## src/rtl/trigger_crossbar_matrix.sv

```systemverilog
// Trigger crossbar: synchronises NUM_IN asynchronous triggers and routes them to NUM_OUT
// registered outputs with per-output level/pulse/toggle modes, LED stretchers and a config port.
module trigger_crossbar_matrix #(
    parameter int NUM_IN      = 12,
    parameter int NUM_OUT     = 14,
    parameter int SEL_WIDTH   = $clog2(NUM_IN),
    parameter int LED_STRETCH = 12500000,
    parameter int PULSE_WIDTH = 16
) (
    input  logic               clk,
    input  logic               rst_n,
    input  logic [NUM_IN-1:0]  trig_in,
    output logic [NUM_OUT-1:0] trig_out,
    output logic [NUM_IN-1:0]  trig_in_led,
    output logic [NUM_OUT-1:0] trig_out_led,
    input  logic               cfg_wr,
    input  logic               cfg_rd,
    input  logic [7:0]         cfg_addr,
    input  logic [31:0]        cfg_wdata,
    output logic [31:0]        cfg_rdata,
    output logic               cfg_rd_valid
);
    localparam int LED_W = $clog2(LED_STRETCH + 1);
    localparam logic [LED_W-1:0] LED_LOAD = LED_W'(LED_STRETCH);

    typedef enum logic [1:0] {
        MODE_LEVEL    = 2'd0,
        MODE_PULSE    = 2'd1,
        MODE_TOGGLE   = 2'd2,
        MODE_DISABLED = 2'd3
    } mode_t;

    // Reload on activity, otherwise count down and stick at zero.
    function automatic logic [LED_W-1:0] led_next(input logic changed, input logic [LED_W-1:0] cnt);
        if (changed) return LED_LOAD;
        return (cnt == '0) ? '0 : cnt - LED_W'(1);
    endfunction

    function automatic logic [PULSE_WIDTH-1:0] pulse_len(input logic [PULSE_WIDTH-1:0] len);
        return (len == '0) ? PULSE_WIDTH'(1) : len;
    endfunction

    // Out-of-range selects read as 0, inversion does not apply to them.
    function automatic logic select_bit(input logic [NUM_IN-1:0] vec, input logic [SEL_WIDTH-1:0] sel,
                                        input logic inv);
        if (int'(sel) >= NUM_IN) return 1'b0;
        return vec[sel] ^ inv;
    endfunction

    logic [NUM_IN-1:0]      sync_p0, sync_p1, in_prev_p2;
    logic [SEL_WIDTH-1:0]   sel_r   [NUM_OUT];
    logic [NUM_OUT-1:0]     inv_r;
    mode_t                  mode_r  [NUM_OUT];
    logic [PULSE_WIDTH-1:0] len_r   [NUM_OUT];
    logic [PULSE_WIDTH-1:0] cnt_p3  [NUM_OUT];
    logic [NUM_OUT-1:0]     sel_sig, wr_hit, s_prev_p2, rise_p2, out_prev_p4;
    logic                   s_new;
    logic [31:0]            rd_word;
    logic [LED_W-1:0]       in_led_cnt  [NUM_IN];
    logic [LED_W-1:0]       out_led_cnt [NUM_OUT];
    logic                   unused_wdata;

    assign unused_wdata = ^cfg_wdata;

    always_comb begin
        s_new   = select_bit(sync_p1, cfg_wdata[SEL_WIDTH-1:0], cfg_wdata[8]);
        sel_sig = '0;
        wr_hit  = '0;
        rd_word = '0;
        for (int k = 0; k < NUM_OUT; k++) begin
            sel_sig[k] = select_bit(sync_p1, sel_r[k], inv_r[k]);
            wr_hit[k]  = cfg_wr && (cfg_addr == 8'(k));
            if (cfg_addr == 8'(k)) begin
                rd_word[SEL_WIDTH-1:0]        = sel_r[k];
                rd_word[8]                    = inv_r[k];
                rd_word[10:9]                 = mode_r[k];
                rd_word[16 +: PULSE_WIDTH]    = len_r[k];
            end
        end
    end

    // p0/p1: two-flop synchroniser; p2: previous synchronised value for activity detection
    always_ff @(posedge clk or negedge rst_n) begin
        if (!rst_n) begin
            sync_p0    <= '0;
            sync_p1    <= '0;
            in_prev_p2 <= '0;
        end else begin
            sync_p0    <= trig_in;
            sync_p1    <= sync_p0;
            in_prev_p2 <= sync_p1;
        end
    end

    // p2: per-output edge stage; p3: mode logic and registered output.
    // A write reloads the edge stage with the new selection so reconfiguring never fakes an edge.
    always_ff @(posedge clk or negedge rst_n) begin
        if (!rst_n) begin
            inv_r     <= '0;
            s_prev_p2 <= '0;
            rise_p2   <= '0;
            trig_out  <= '0;
            for (int k = 0; k < NUM_OUT; k++) begin
                sel_r[k]  <= '0;
                mode_r[k] <= MODE_DISABLED;
                len_r[k]  <= '0;
                cnt_p3[k] <= '0;
            end
        end else begin
            for (int k = 0; k < NUM_OUT; k++) begin
                if (wr_hit[k]) begin
                    sel_r[k]     <= cfg_wdata[SEL_WIDTH-1:0];
                    inv_r[k]     <= cfg_wdata[8];
                    mode_r[k]    <= mode_t'(cfg_wdata[10:9]);
                    len_r[k]     <= cfg_wdata[16 +: PULSE_WIDTH];
                    s_prev_p2[k] <= s_new;
                    rise_p2[k]   <= 1'b0;
                    cnt_p3[k]    <= '0;
                    trig_out[k]  <= 1'b0;
                end else begin
                    s_prev_p2[k] <= sel_sig[k];
                    rise_p2[k]   <= sel_sig[k] & ~s_prev_p2[k];
                    case (mode_r[k])
                        MODE_LEVEL: begin
                            cnt_p3[k]   <= '0;
                            trig_out[k] <= s_prev_p2[k];
                        end
                        MODE_PULSE: begin
                            if (cnt_p3[k] == '0) begin
                                if (rise_p2[k]) begin
                                    cnt_p3[k]   <= pulse_len(len_r[k]);
                                    trig_out[k] <= 1'b1;
                                end else begin
                                    trig_out[k] <= 1'b0;
                                end
                            end else begin
                                cnt_p3[k]   <= cnt_p3[k] - PULSE_WIDTH'(1);
                                trig_out[k] <= (cnt_p3[k] != PULSE_WIDTH'(1));
                            end
                        end
                        MODE_TOGGLE: begin
                            if (rise_p2[k]) trig_out[k] <= ~trig_out[k];
                        end
                        default: begin
                            cnt_p3[k]   <= '0;
                            trig_out[k] <= 1'b0;
                        end
                    endcase
                end
            end
        end
    end

    // p4: previous output value and LED stretch counters
    always_ff @(posedge clk or negedge rst_n) begin
        if (!rst_n) begin
            out_prev_p4 <= '0;
            for (int i = 0; i < NUM_IN; i++) in_led_cnt[i] <= '0;
            for (int k = 0; k < NUM_OUT; k++) out_led_cnt[k] <= '0;
        end else begin
            out_prev_p4 <= trig_out;
            for (int i = 0; i < NUM_IN; i++)
                in_led_cnt[i] <= led_next(sync_p1[i] ^ in_prev_p2[i], in_led_cnt[i]);
            for (int k = 0; k < NUM_OUT; k++)
                out_led_cnt[k] <= led_next(trig_out[k] ^ out_prev_p4[k], out_led_cnt[k]);
        end
    end

    always_comb begin
        trig_in_led  = '0;
        trig_out_led = '0;
        for (int i = 0; i < NUM_IN; i++) trig_in_led[i] = (in_led_cnt[i] != '0);
        for (int k = 0; k < NUM_OUT; k++) trig_out_led[k] = (out_led_cnt[k] != '0);
    end

    // Read data samples the pre-write register contents, so a same-cycle write returns the old value.
    always_ff @(posedge clk or negedge rst_n) begin
        if (!rst_n) begin
            cfg_rdata    <= '0;
            cfg_rd_valid <= 1'b0;
        end else begin
            cfg_rd_valid <= cfg_rd;
            if (cfg_rd) cfg_rdata <= rd_word;
        end
    end

endmodule

```

## config.mk

```make
export PLATFORM = sky130hd
export DESIGN_NAME = trigger_crossbar_matrix
export DESIGN_NICKNAME = d
export VERILOG_FILES = /design/src/rtl/trigger_crossbar_matrix.sv
export SDC_FILE = /design/constraint.sdc
export NUM_CORES = 2
export LEC_CHECK = 0
export CAP_MARGIN = 20
export CORE_MARGIN = 10
export CORE_UTILIZATION = 53
export CTS_BUF_LIST = sky130_fd_sc_hd__clkbuf_2 sky130_fd_sc_hd__clkbuf_4 sky130_fd_sc_hd__clkbuf_8
export DETAILED_ROUTE_END_ITERATION = 8
export PLACE_DENSITY = 0.7
export SKIP_CTS_REPAIR_TIMING = 1
export SYNTH_ARGS = -nofsm -noshare
export SYNTH_HDL_FRONTEND = slang
export SYNTH_SLANG_ARGS = --single-unit
```

## constraint.sdc

```tcl
create_clock -name clk -period 4.4 [get_ports clk]
set_input_delay 0.66 -clock clk [delete_from_list [all_inputs] [get_ports clk]]
set_output_delay 0.66 -clock clk [all_outputs]
set_load 0.02 [all_outputs]
```

==> results.md <==
* Outcome: completed
* Die Y at 376 um
* CTS Sinks at 1286
* Root Buffer: clkbuf_8
* Worst Path Arrival at 3500 ps
* Largest delay contributor family on the critical path: simple AND/OR/NAND/NOR gates
* WS Path Type: reg -> out
* Max cap viols at 0
* ANT nets after route at 0
* Xor and xnor area share after synthesis at 0.0738
* Vias in the first global route at around 54000
* Die area at 0.142 sq mm
* DR iter-0 viols at around 6200
* Final Skew at between 60 and 70 ps
* Worst hold path startpoint: cfg_rd
* Crit path max fanout at 12
* RSZ-0062 raised after global routing: no
* Worst hold margin at 94.7 ps
* Final nets at about 7600
* First-pass GRT wire length at 306000 um
* Max Fclk at between 200 and 250 MHz
* Mapped cell area at around 0.067 sq mm
* IR drop worst, VDD at 0.000363 V
* CP bufs+invs at 3
* Hold Crit Endpoint: cfg_rdata[21]
* GRT Total Usage at 0.267
* Pre-antenna DRT Iters at 9
* DP Wirelength at approximately 130000 um
* Power Density at approximately 430 mW/mm^2
* Max-slew headroom at 0.208
* Flops & latches, synth at 1286
* WL final at 192000 um
* Post-Synth Adder-Cell Area at 0.0175
* Setup violators final at 0
* Ys Warns at 0
* Residual DRC at 0
* Post-synth top area cell: dfrtp_1
* Design area at ~0.076 sq mm
* Main combinational cell family by area after synthesis: simple AND/OR/NAND/NOR gates
* Share of cells above drive strength 1 at 0.114
* Core Area at 0.126 sq mm
* Total power at 32.8 mW
* Worst reg2reg path endpoint: cnt_p3[190]
* Port Buf Inserts at 110
* Post-synth top flop: dfrtp_1
* Clk_lat worst skew at 980 ps
* Pin count of the biggest net entering global routing at 142
* Cell variety after synth at 87
* H-tree depth at 4
* Fillers at approximately 11000
* Final critical-path share of the clock period at 0.945
* Reg2reg setup slack at between 1000 and 1500 ps
* CTS Buf Count at 211
* Cells after Synth at 7327
* Crit Reg-Reg Startpoint: cnt_p3[182]
* Die W at 376 um
* Fin worst setup slack at 242 ps
* Reg clk slew, reported paths at 60 ps
* Non-filler cells, final at about 9300
* Worst-margin pin slew at 1180 ps
* Post-synthesis simple-gate area fraction at 0.228
* Inst Count DP at ~8900
* Dpl cell area at between 0.07 and 0.08 sq mm
* Max clock buf depth at 3
* Final Wtd Congestion at 0.994
* Post-synth EDFFs at 0
* Worst hold path cell count at 2
* Routed vias at 56786
* Most common cell in the synthesized netlist: dfrtp_1
* Final Slew Violations at 0
* Worst hold path type: in -> reg
* Crit-path cells: or4_1 -> or3_4 -> nor4_1 -> buf_4 -> inv_1 -> clkdlybuf4s50_1
* R2R cell count at 7
* Top post-synthesis cells by area: dfrtp_1, nand2_1, xnor2_1
* Row count at 130
* Final Hold Vio Count at 0
* CTS tree: done
* Worst setup EP type: output port
* Initial antenna violation count at 11
* Ports at 129
* Critical Path Start Type: flop
* Seq/Total Area, Yosys at 0.479
* Commonest cells in the netlist: dfrtp_1, nand2_1, nor2_1
* Ys async rst share at 1.00
* Share of the synthesized area in the top cell type at 0.468
* Static Leak at 31.6 nW
* Critical-path top delay cell: clkdlybuf4s50_1
* Post-synthesis compound-gate area fraction at 0.119
* Drt wl/cell at ~21 um
* Tmin final at 4160 ps
* Total congestion overflow at 0
* Worst Path Required at 3740 ps
* Multiplexer area fraction after synthesis at 0.0521
* Syn_area_per_cell at 9.19 sq um
* Vias/cell at 6.10
* Critical path's largest stage delay at 590 ps
* Initial Utilization at 0.535
* Synth-to-layout area growth at 12.2%
* Pre-CTS WS at 414 ps
[how the worst max path moves through the flow]
stage                     from          endpoint  slack (ps)  cells past startpoint
5_1_grt        out_led_cnt[12]  trig_out_led[13]          20                      6
3_5_place_dp       cfg_addr[5]       cnt_p3[154]         410                      8
6_report       in_led_cnt[152]    trig_in_led[5]         240                      6
4_1_cts        out_led_cnt[12]  trig_out_led[13]          -9                      6
3_3_place_gp       cfg_addr[5]       cnt_p3[154]         470                      8
2_1_floorplan  in_led_cnt[282]    trig_in_led[0]        1450                      6
[registers in the layout (all words and copies together), names as in the netlist]
| name | flops |
|---|---|
| out_prev_p4 | 14 |
| cfg_rdata | 23 |
| mode_r | 28 |
| rise_p2 | 14 |
| cnt_p3 | 224 |
| sync_p1 | 12 |
| s_prev_p2 | 14 |
| in_prev_p2 | 12 |
| sync_p0 | 12 |
| sel_r | 56 |
| len_r | 224 |
| out_led_cnt | 336 |
| trig_out | 14 |
| cfg_rd_valid | 1 |
| in_led_cnt | 288 |
| inv_r | 14 |
[stage by stage]
step / TNS (ps) / utilization
5_1_grt: 0 / 0.600
3_5_place_dp: 0 / 0.562
4_1_cts: -9.10 / 0.600
2_1_floorplan: 0 / -
6_report: 0 / 0.600
3_3_place_gp: 0 / 0.562
[logic make-up after synthesis]
| logic type | count (synthesis) |
|---|---|
| other cells | 1 |
| fa+ha+maj | 94 |
| buf+inv | 535 |
| mux | 269 |
| xor+xnor | 567 |
| compound gates | 1313 |
| flops | 1286 |
| simple gates | 3262 |
[routing by layer]
layer / vias to the layer above / share of wire / global-route usage
li1: 26181 / - / -
met3: 605 / 0.096 / 0.0711
met5: - / 0.00030 / 0
met1: 27560 / 0.42 / 0.363
met2: 2432 / 0.43 / 0.395
met4: 8 / 0.050 / 0.127
[placed cells by master (no fill, tap or decap), types with 155 or more instances in the layout]
| master | n |
|---|---|
| clkbuf_8 | 262 |
| nand2_1 | 1141 |
| xnor2_1 | 406 |
| inv_1 | 155 |
| o21ai_0 | 568 |
| buf_4 | 179 |
| a21oi_1 | 216 |
| xor2_1 | 160 |
| nor2_1 | 776 |
| nor4_1 | 221 |
| dfrtp_1 | 1258 |
| nor3_1 | 367 |
[worst reg2reg max path, delay by kind of cell, from the launching register on]
kind	cells	cell delay, ps
simple gates	3	1410
flops	1	430
buf+inv	1	280
compound gates	3	920
[power by group]
group / switching (mW) / internal [mW]
sequential: 1.42 / 13.0
clock: 5.02 / 6.55
combinational: 4.12 / 2.65
total: 10.6 / 22.2
[final cells by class]
class / count / area (sq um) / area share
Sequential cell: 1286 / 32200 / 0.426
Timing Repair Buffer: 306 / 2760 / 0.0365
Inverter: 155 / 582 / 0.00770
Clock buffer: 337 / 4170 / 0.0552
Multi-Input combinational cell: 5514 / 33200 / 0.439
Clock inverter: 52 / 561 / 0.00742
Antenna cell: 5 / 12.5 / 0.000166
Tap cell: 1650 / 2060 / 0.0273
(Power assumes the default switching activity.)
